===== config.mk =====
export PLATFORM = sky130hd
export DESIGN_NAME = tile_op_sequencer
export DESIGN_NICKNAME = d
export VERILOG_FILES = /design/src/rtl/tile_seq_pkg.sv /design/src/rtl/tile_row_counter.sv /design/src/rtl/tile_op_sequencer.sv
export SDC_FILE = /design/constraint.sdc
export NUM_CORES = 1
export LEC_CHECK = 0
export ABC_AREA = 1
export CAP_MARGIN = 40
export CORE_UTILIZATION = 60
export CTS_BUF_LIST = sky130_fd_sc_hd__clkbuf_4 sky130_fd_sc_hd__clkbuf_8 sky130_fd_sc_hd__clkbuf_16
export CTS_CLUSTER_SIZE = 20
export DETAILED_ROUTE_END_ITERATION = 8
export DONT_BUFFER_PORTS = 1
export PLACE_DENSITY = 0.76
export SYNTH_ARGS = -nofsm -noshare
export SYNTH_HDL_FRONTEND = slang
export SYNTH_SLANG_ARGS = --single-unit

===== constraint.sdc =====
create_clock -name clock -period 5.1 [get_ports clock]
set_input_delay 0.765 -clock clock [delete_from_list [all_inputs] [get_ports clock]]
set_output_delay 0.765 -clock clock [all_outputs]
set_load 0.01 [all_outputs]

===== src/rtl/tile_seq_pkg.sv =====
// Shared types and width defaults for the tile operation sequencer.
package tile_seq_pkg;

    localparam int unsigned DEFAULT_ROWS_W  = 8;
    localparam int unsigned DEFAULT_SHIFT_W = 6;

    typedef enum logic [1:0] {
        StIdle,
        StRun,
        StDrain
    } seq_state_e;

    typedef struct packed {
        logic [DEFAULT_ROWS_W-1:0]  rows;
        logic [DEFAULT_SHIFT_W-1:0] shift;
        logic                       flip;
    } seq_cmd_t;

endpackage


===== src/rtl/tile_row_counter.sv =====
// Row counter: cleared on load, stepped by inc, compared against the command's row count.
module tile_row_counter #(
    parameter int unsigned W = 9
) (
    input  logic         clock,
    input  logic         reset,
    input  logic         load,
    input  logic         inc,
    input  logic [W-1:0] target,
    output logic         below,
    output logic         hit_next
);

    logic [W-1:0] count_q, count_d;

    always_comb begin
        count_d = count_q;
        if (load) begin
            count_d = '0;
        end else if (inc) begin
            count_d = count_q + 1'b1;
        end
    end

    always_ff @(posedge clock) begin
        if (!reset) begin
            count_q <= '0;
        end else begin
            count_q <= count_d;
        end
    end

    assign below    = count_q < target;
    // True when this cycle's increment (if any) lands exactly on the target.
    assign hit_next = (count_q + W'(inc)) == target;

endmodule


===== src/rtl/tile_op_sequencer.sv =====
// Sequences one tile through preload/compute commands: gates operand rows into the tile,
// holds propagate/shift stable per command, and counts results back to signal completion.
module tile_op_sequencer
    import tile_seq_pkg::*;
#(
    parameter int unsigned ROWS_W       = DEFAULT_ROWS_W,
    parameter int unsigned SHIFT_W      = DEFAULT_SHIFT_W,
    parameter int unsigned TILE_LATENCY = 1
) (
    input  logic               clock,
    input  logic               reset,
    input  logic               cmd_valid,
    output logic               cmd_ready,
    input  logic [ROWS_W-1:0]  cmd_rows,
    input  logic [SHIFT_W-1:0] cmd_shift,
    input  logic               cmd_flip,
    input  logic               op_valid,
    output logic               op_ready,
    output logic               io_in_valid_0,
    output logic               io_in_control_0_propagate,
    output logic [SHIFT_W-1:0] io_in_control_0_shift,
    input  logic               io_out_valid_0,
    output logic               op_done,
    output logic               busy
);

    // One extra bit so a full 2^ROWS_W-1 row command never wraps.
    localparam int unsigned CNT_W = ROWS_W + 1;

    if (TILE_LATENCY == 0) begin : g_latency_check
        $error("TILE_LATENCY must be at least 1");
    end

    seq_state_e         state_q, state_d;
    logic [ROWS_W-1:0]  rows_q;
    logic [SHIFT_W-1:0] shift_q;
    logic               prop_q;

    logic             accept;
    logic             ret;
    logic             issue_below;
    logic             issue_last;
    logic             ret_last;
    logic [CNT_W-1:0] target;

    assign target    = {1'b0, rows_q};
    assign cmd_ready = (state_q == StIdle);
    assign accept    = cmd_valid && cmd_ready;
    assign busy      = (state_q != StIdle);

    assign op_ready      = (state_q == StRun) && issue_below;
    assign io_in_valid_0 = op_valid && op_ready;
    // Results arriving while idle are stray and must not disturb the counters.
    assign ret           = io_out_valid_0 && busy;

    assign io_in_control_0_propagate = prop_q;
    assign io_in_control_0_shift     = shift_q;

    tile_row_counter #(
        .W (CNT_W)
    ) u_issue_cnt (
        .clock    (clock),
        .reset    (reset),
        .load     (accept),
        .inc      (io_in_valid_0),
        .target   (target),
        .below    (issue_below),
        .hit_next (issue_last)
    );

    tile_row_counter #(
        .W (CNT_W)
    ) u_return_cnt (
        .clock    (clock),
        .reset    (reset),
        .load     (accept),
        .inc      (ret),
        .target   (target),
        .below    (),
        .hit_next (ret_last)
    );

    always_ff @(posedge clock) begin
        if (!reset) begin
            state_q <= StIdle;
            rows_q  <= '0;
            shift_q <= '0;
            prop_q  <= 1'b0;
        end else begin
            state_q <= state_d;
            if (accept) begin
                rows_q  <= cmd_rows;
                shift_q <= cmd_shift;
                prop_q  <= prop_q ^ cmd_flip;
            end
        end
    end

    always_comb begin
        state_d = state_q;
        op_done = 1'b0;
        unique case (state_q)
            StIdle: begin
                if (cmd_valid) begin
                    state_d = StRun;
                end
            end
            StRun: begin
                // A zero-row command completes here on its first cycle.
                if (ret_last) begin
                    op_done = 1'b1;
                    state_d = StIdle;
                end else if (io_in_valid_0 && issue_last) begin
                    state_d = StDrain;
                end
            end
            StDrain: begin
                if (ret_last) begin
                    op_done = 1'b1;
                    state_d = StIdle;
                end
            end
            default: state_d = StIdle;
        endcase
    end

endmodule


# Yosys cells after proc, flatten, opt, wreduce, memory -nomap -nowiden
# Cells that the tools add are included.
word_totals:
  regBits: 35
  latch_bits: 0
  ramBits: 0
  mem_bits_ro: 0
  in_bits: 20
  out_inout_bits: 12
  word_cells: 37
  mem_count: 0
classes:
  add_sub_neg: 4
  n_mul: 0
  div: 0
  n_lt_le_gt_ge: 1
  eq_ne: 7
  n_shift: 0
  mux: 7
  n_bitwise: 2
  n_reduce_logical: 10
op_table:
  columns: ["operator", "count"]
  rows:
  - ["$add 9x1->9", 2]
  - ["$add 9x1->9 const B", 2]
  - ["$eq 9x8->1", 2]
  - ["$lt 9x8->1", 1]
  - ["$mux 2", 4]
  - ["$pmux 2 s3", 1]
  - ["$logic_and 1x1->1", 5]
  - ["$ne 2x2->1 const B", 2]
  - ["$reduce_or 2->1", 2]
  - ["$ne 3x2->1 const B", 1]
  - ["$reduce_and 3->1", 1]
  - ["$eq 2x1->1 const B", 1]
  - ["$eq 2x2->1 const B", 1]
  - ["$logic_not 2->1", 1]
  - ["$mux 1", 2]
  - ["$reduce_bool 2->1", 1]
  - ["$not 1->1", 1]
  - ["$xor 1x1->1", 1]

# Logic depth before layout (Yosys ltp)
logic_depth:
  word_depth: 9
  ltp_mapped: 24
  mapped_depth_nobuf: 24

# By module
# A second synthesis with hierarchy kept.
hier_totals:
  cells_unflattened: 400
  hier_area_um2: 2529.9
by_module_without_submodules:
  columns: ["module", "instances", "cells_each", "area_per_inst_um2", "seq_area_each_um2"]
  rows:
  - ["tile_row_counter", 2, 150, 894.6, 180.2]
  - ["tile_op_sequencer", 1, 100, 740.7, 340.3]

# Worst setup path after synthesis
# Ideal clock, no wire load.
synth_timing:
  kind: "flip-flop to output port"
  startpoint: "reg state_q[0]"
  endpoint: "out op_done"
  t_arrival_ps: 2119
  required_time_ps: 4335
  slack_ps: 2216
  path_stages_with_launch: 16
  n_path_buf: 0
  cell_sequence: "dfxtp_1 > inv_1 > ha_1 > inv_1 > nand2_1 > inv_1 > ha_1 > ha_1 > nand3_2 > nor2_1 > nand2_1 > nand2_1 > nor2_1 > nor2_2 > nand3_2 > nor2_1"
synth_between:
  elab_chain_len: 6
  word_cells_on_any_way: 9
  cone_classes: "add/sub: 1; eq/ne: 3; mux: 2; reduce/logical: 3"
synth_rtl:
  columns: ["element", "line_no", "text"]
  rows:
  - ["start, declared", "tile_op_sequencer.sv:34", "seq_state_e state_q, state_d;"]
  - ["start signal, assigned", "tile_op_sequencer.sv:85", "state_q <= StIdle;"]
  - ["start signal, assigned", "tile_op_sequencer.sv:90", "state_q <= state_d;"]
  - ["$reduce_bool 2->1", "tile_op_sequencer.sv:49", "assign busy = (state_q != StIdle);"]
  - ["named net busy", "tile_op_sequencer.sv:24", "output logic busy"]
  - ["$logic_and 1x1->1", "tile_op_sequencer.sv:54", "assign ret = io_out_valid_0 && busy;"]
  - ["named net ret", "tile_op_sequencer.sv:40", "logic ret;"]
  - ["$add 9x1->9", "tile_row_counter.sv:35", "assign hit_next = (count_q + W'(inc)) == target;"]
  - ["$eq 9x8->1", "tile_row_counter.sv:35", null]
  - ["$mux 1", "tile_op_sequencer.sv:110, tile_op_sequencer.sv:118", null]
  - ["$mux 1", null, null]
  - ["end, declared", "tile_op_sequencer.sv:23", "output logic op_done,"]
# The timed path passes the listed nets, and every way through them passes these cells.

# Worst setup path in the final report
# Ends and elaborated chain as after synthesis.

==> impl_metrics.yaml <==
run_status:
  status: "completed"
logic_synthesis:
  ys_ff_latch: 35
  yosysSeqAreaShare_pct: 29.47
  synth_area_leaders: "dfxtp_1, nand2_1, inv_1"
  synth_top_area_share_pct: 29.47
  yosysTopAreaCell: "dfxtp_1"
  syn_area_um2: 2377
  synth.avg_cell_area_um2: 6.391
  synth_cells: 372
  yosysWarnings: 0
  synth_cell_types: 26
  syn_nets: 408
setup_path:
  path_class: "reg2out"
  r2r-start: "rows_q[3]"
  crit_start: "state_q[0]"
  critPathLaunchType: "register"
  crit_required_ns: 4.34
  crit_arrival_ns: 2.83
  setup.worst_path.end_class: "primary output"
  crit_path_max_fanout: 6
detailed_routing:
  wl_mm: 5.115
  dr.pass1.iters: 5
  dr_wl_met3_um: 321
  ant_nets: 0
  post_drt_wl_per_cell_um: 12.12
  top_layer: "met4"
  wl_met1_mm: 2.475
  drt_iter0_drc: 116
  drc_errors: 0
  dr_wl_met2_mm: 2.253
  vias_per_cell: 5.111
  vias: 2157
floorplan:
  coreArea_um2: 3744
  rows: 22
  die_h_um: 64.95
  start_util_pct: 63.50
  io_pins: 32
  dieArea_um2: 4218
  die_x_um: 64.95
timing:
  final.period_utilization_pct: 70.40
  worst_pin_slew_ns: 0.6951
  fin_setup_tns_ns: 0
  relSlewSlack_pct: 53.55
  rsz0062_at_grt: "false"
  max_freq_mhz: 278.5
  hold_viol: 0
  skew_ns: 0.006119
  final_max_slew_viol_count: 0
  setup_viol: 0
  finalCriticalPeriod_ns: 3.591
final_layout:
  drive_gt1_share_pct: 7.219
  antennaDiodeCount: 0
  design_area_um2: 2525
  fillers: 350
  area_delta_synth_final_pct: 6.210
  num-nets-final: 409
worst_hold_path:
  holdCritStartpoint: "u_return_cnt.count_q[8]"
  hold_path.class: "reg2reg"
place:
  portBuffers: 0
  dp_hpwl_mm: 3.946
  placed_area_um2: 2407
  place.gp.congestion: 0.9018
clocking:
  cts_max_path_buffers: 2
  cts_setup_buffers: 0
  cts_resized: 0
  h-tree-depth: 2
  cts_buffers: 5
  clk_pin_slew_ns: 0.07
  cts.sinks: 35
  cts_tree: "done"
  insertion_delay_ns: 0.30
  cts_hold_buffers: 0
  clock-root-buffer: "clkbuf_8"
global_routing:
  grt_pass1_vias: 1992
  grt_first_pass_wirelength_mm: 8.714
  grt_start_max_net_pins: 25
  grt-ovfl-total: 0
  grtUsageTotal_pct: 27.29
  grt_antenna_before_repair: 0
power:
  p_leak_nw: 1.181
  vdd_drop_max_v: 0.0002814
  p_int_uw: 622.5
  p_sw_uw: 429.9
  clockPowerShare_pct: 25.5
  seq_power_share_pct: 35.2
  p_comb_share_pct: 39.3
  power_density_nw_per_um2: 416.8
  switching_share_pct: 40.85
run:
  cap_violations: 0
-- cell usage after synthesis (all sizes together) --
master and number:
clkbuf 4, dfxtp 35, nand3b 1, ha 16, nand2b 1, inv 55
nand4 3, or2 1, xnor2 7, xor2 7, nor2 54, and3 2
nand3 22, nand2 107, a21oi 26, nor3 3, o21ai 26, buf 2
-- stage by stage --
step,util (%),setup WS [ns],std cells,power (mW),hold WS (ns)
3_5_place_dp,64.30,1.837,414,0.7902,0.4862
5_1_grt,67.45,1.253,422,1.132,0.5256
6_report,67.45,1.509,422,1.052,0.4972
2_1_floorplan,-,2.216,372,0.7083,0.4586
4_1_cts,67.45,1.487,422,1.055,0.4967
3_3_place_gp,64.30,1.817,414,0.7844,0.4802
-- sequential cells by signal (all words and copies together), names as in the netlist --
register / flops
state_q: 2
u_issue_cnt.count_q: 9
io_in_control_0_shift: 6
io_in_control_0_propagate: 1
u_return_cnt.count_q: 9
rows_q: 8
-- final timing paths --
kind	cells past startpoint	endpoint	slack [ns]
worst max-delay path	15	op_done	1.51
worst min-delay path	2	u_return_cnt.count_q[8]	0.50
worst max register to register	24	state_q[0]	2.02
worst min register to register	2	u_return_cnt.count_q[8]	0.50
-- cell families (layout without fill, tap and decap cells) --
family                     Yosys count  after routing  synth area share [%]
and+or+nand+nor                    194            194                 35.90
buffers and inverters               61             63                 9.947
AOI/OAI and AO/OA                   52             52                 11.11
DFF                                 35             35                 29.47
adders and majority gates           16             16                 8.421
xor gates and xnor gates            14             14                 5.158
-- power groups by stage --
stage | clock [mW] | combinational (mW) | sequential (mW)
2_1_floorplan | 0 | 0.344 | 0.365
3_3_place_gp | 0 | 0.410 | 0.375
3_5_place_dp | 0 | 0.414 | 0.376
4_1_cts | 0.270 | 0.415 | 0.370
5_1_grt | 0.280 | 0.476 | 0.377
6_report | 0.268 | 0.414 | 0.371
-- routing by layer --
metal | global-route usage [%] | vias up
met5 | 0 | -
met4 | 10.83 | 0
met3 | 5.282 | 7
met2 | 44.66 | 50
met1 | 34.88 | 938
li1 | - | 1162
-- cells in the final DEF, fill, tap and decap left out, drive strengths merged --
cell type    n
a21oi       26
and3         2
bufinv       1
clkbuf       6
clkinv       1
dfxtp       35
ha          16
inv         55
nand2      107
nand2b       1
nand3       22
nand3b       1
nand4        3
nor2        54
nor3         3
o21ai       26
or2          1
xnor2        7
xor2         7
-- layout make-up --
class,instances,area (um^2),area share [%]
multi-input cells,276,1440,57.04
flip-flops and latches,35,700.7,27.75
inverters,55,206.4,8.176
clock buffers,6,82.58,3.271
well taps,48,60.06,2.379
clock inverters,2,35.03,1.388
-- worst max-delay path: stages, from the launching register on --
cell and delay, ns:
dfxtp_1 0.37, inv_1 0.08, ha_1 0.26, inv_1 0.19, nand2_1 0.10, inv_1 0.16, ha_1 0.22, ha_1 0.23
nand3_2 0.13, nor2_1 0.11, nand2_1 0.05, nand2_1 0.09, nor2_1 0.05, nor2_2 0.11, nand3_2 0.14, nor2_1 0.22
(Power assumes the default switching activity.)
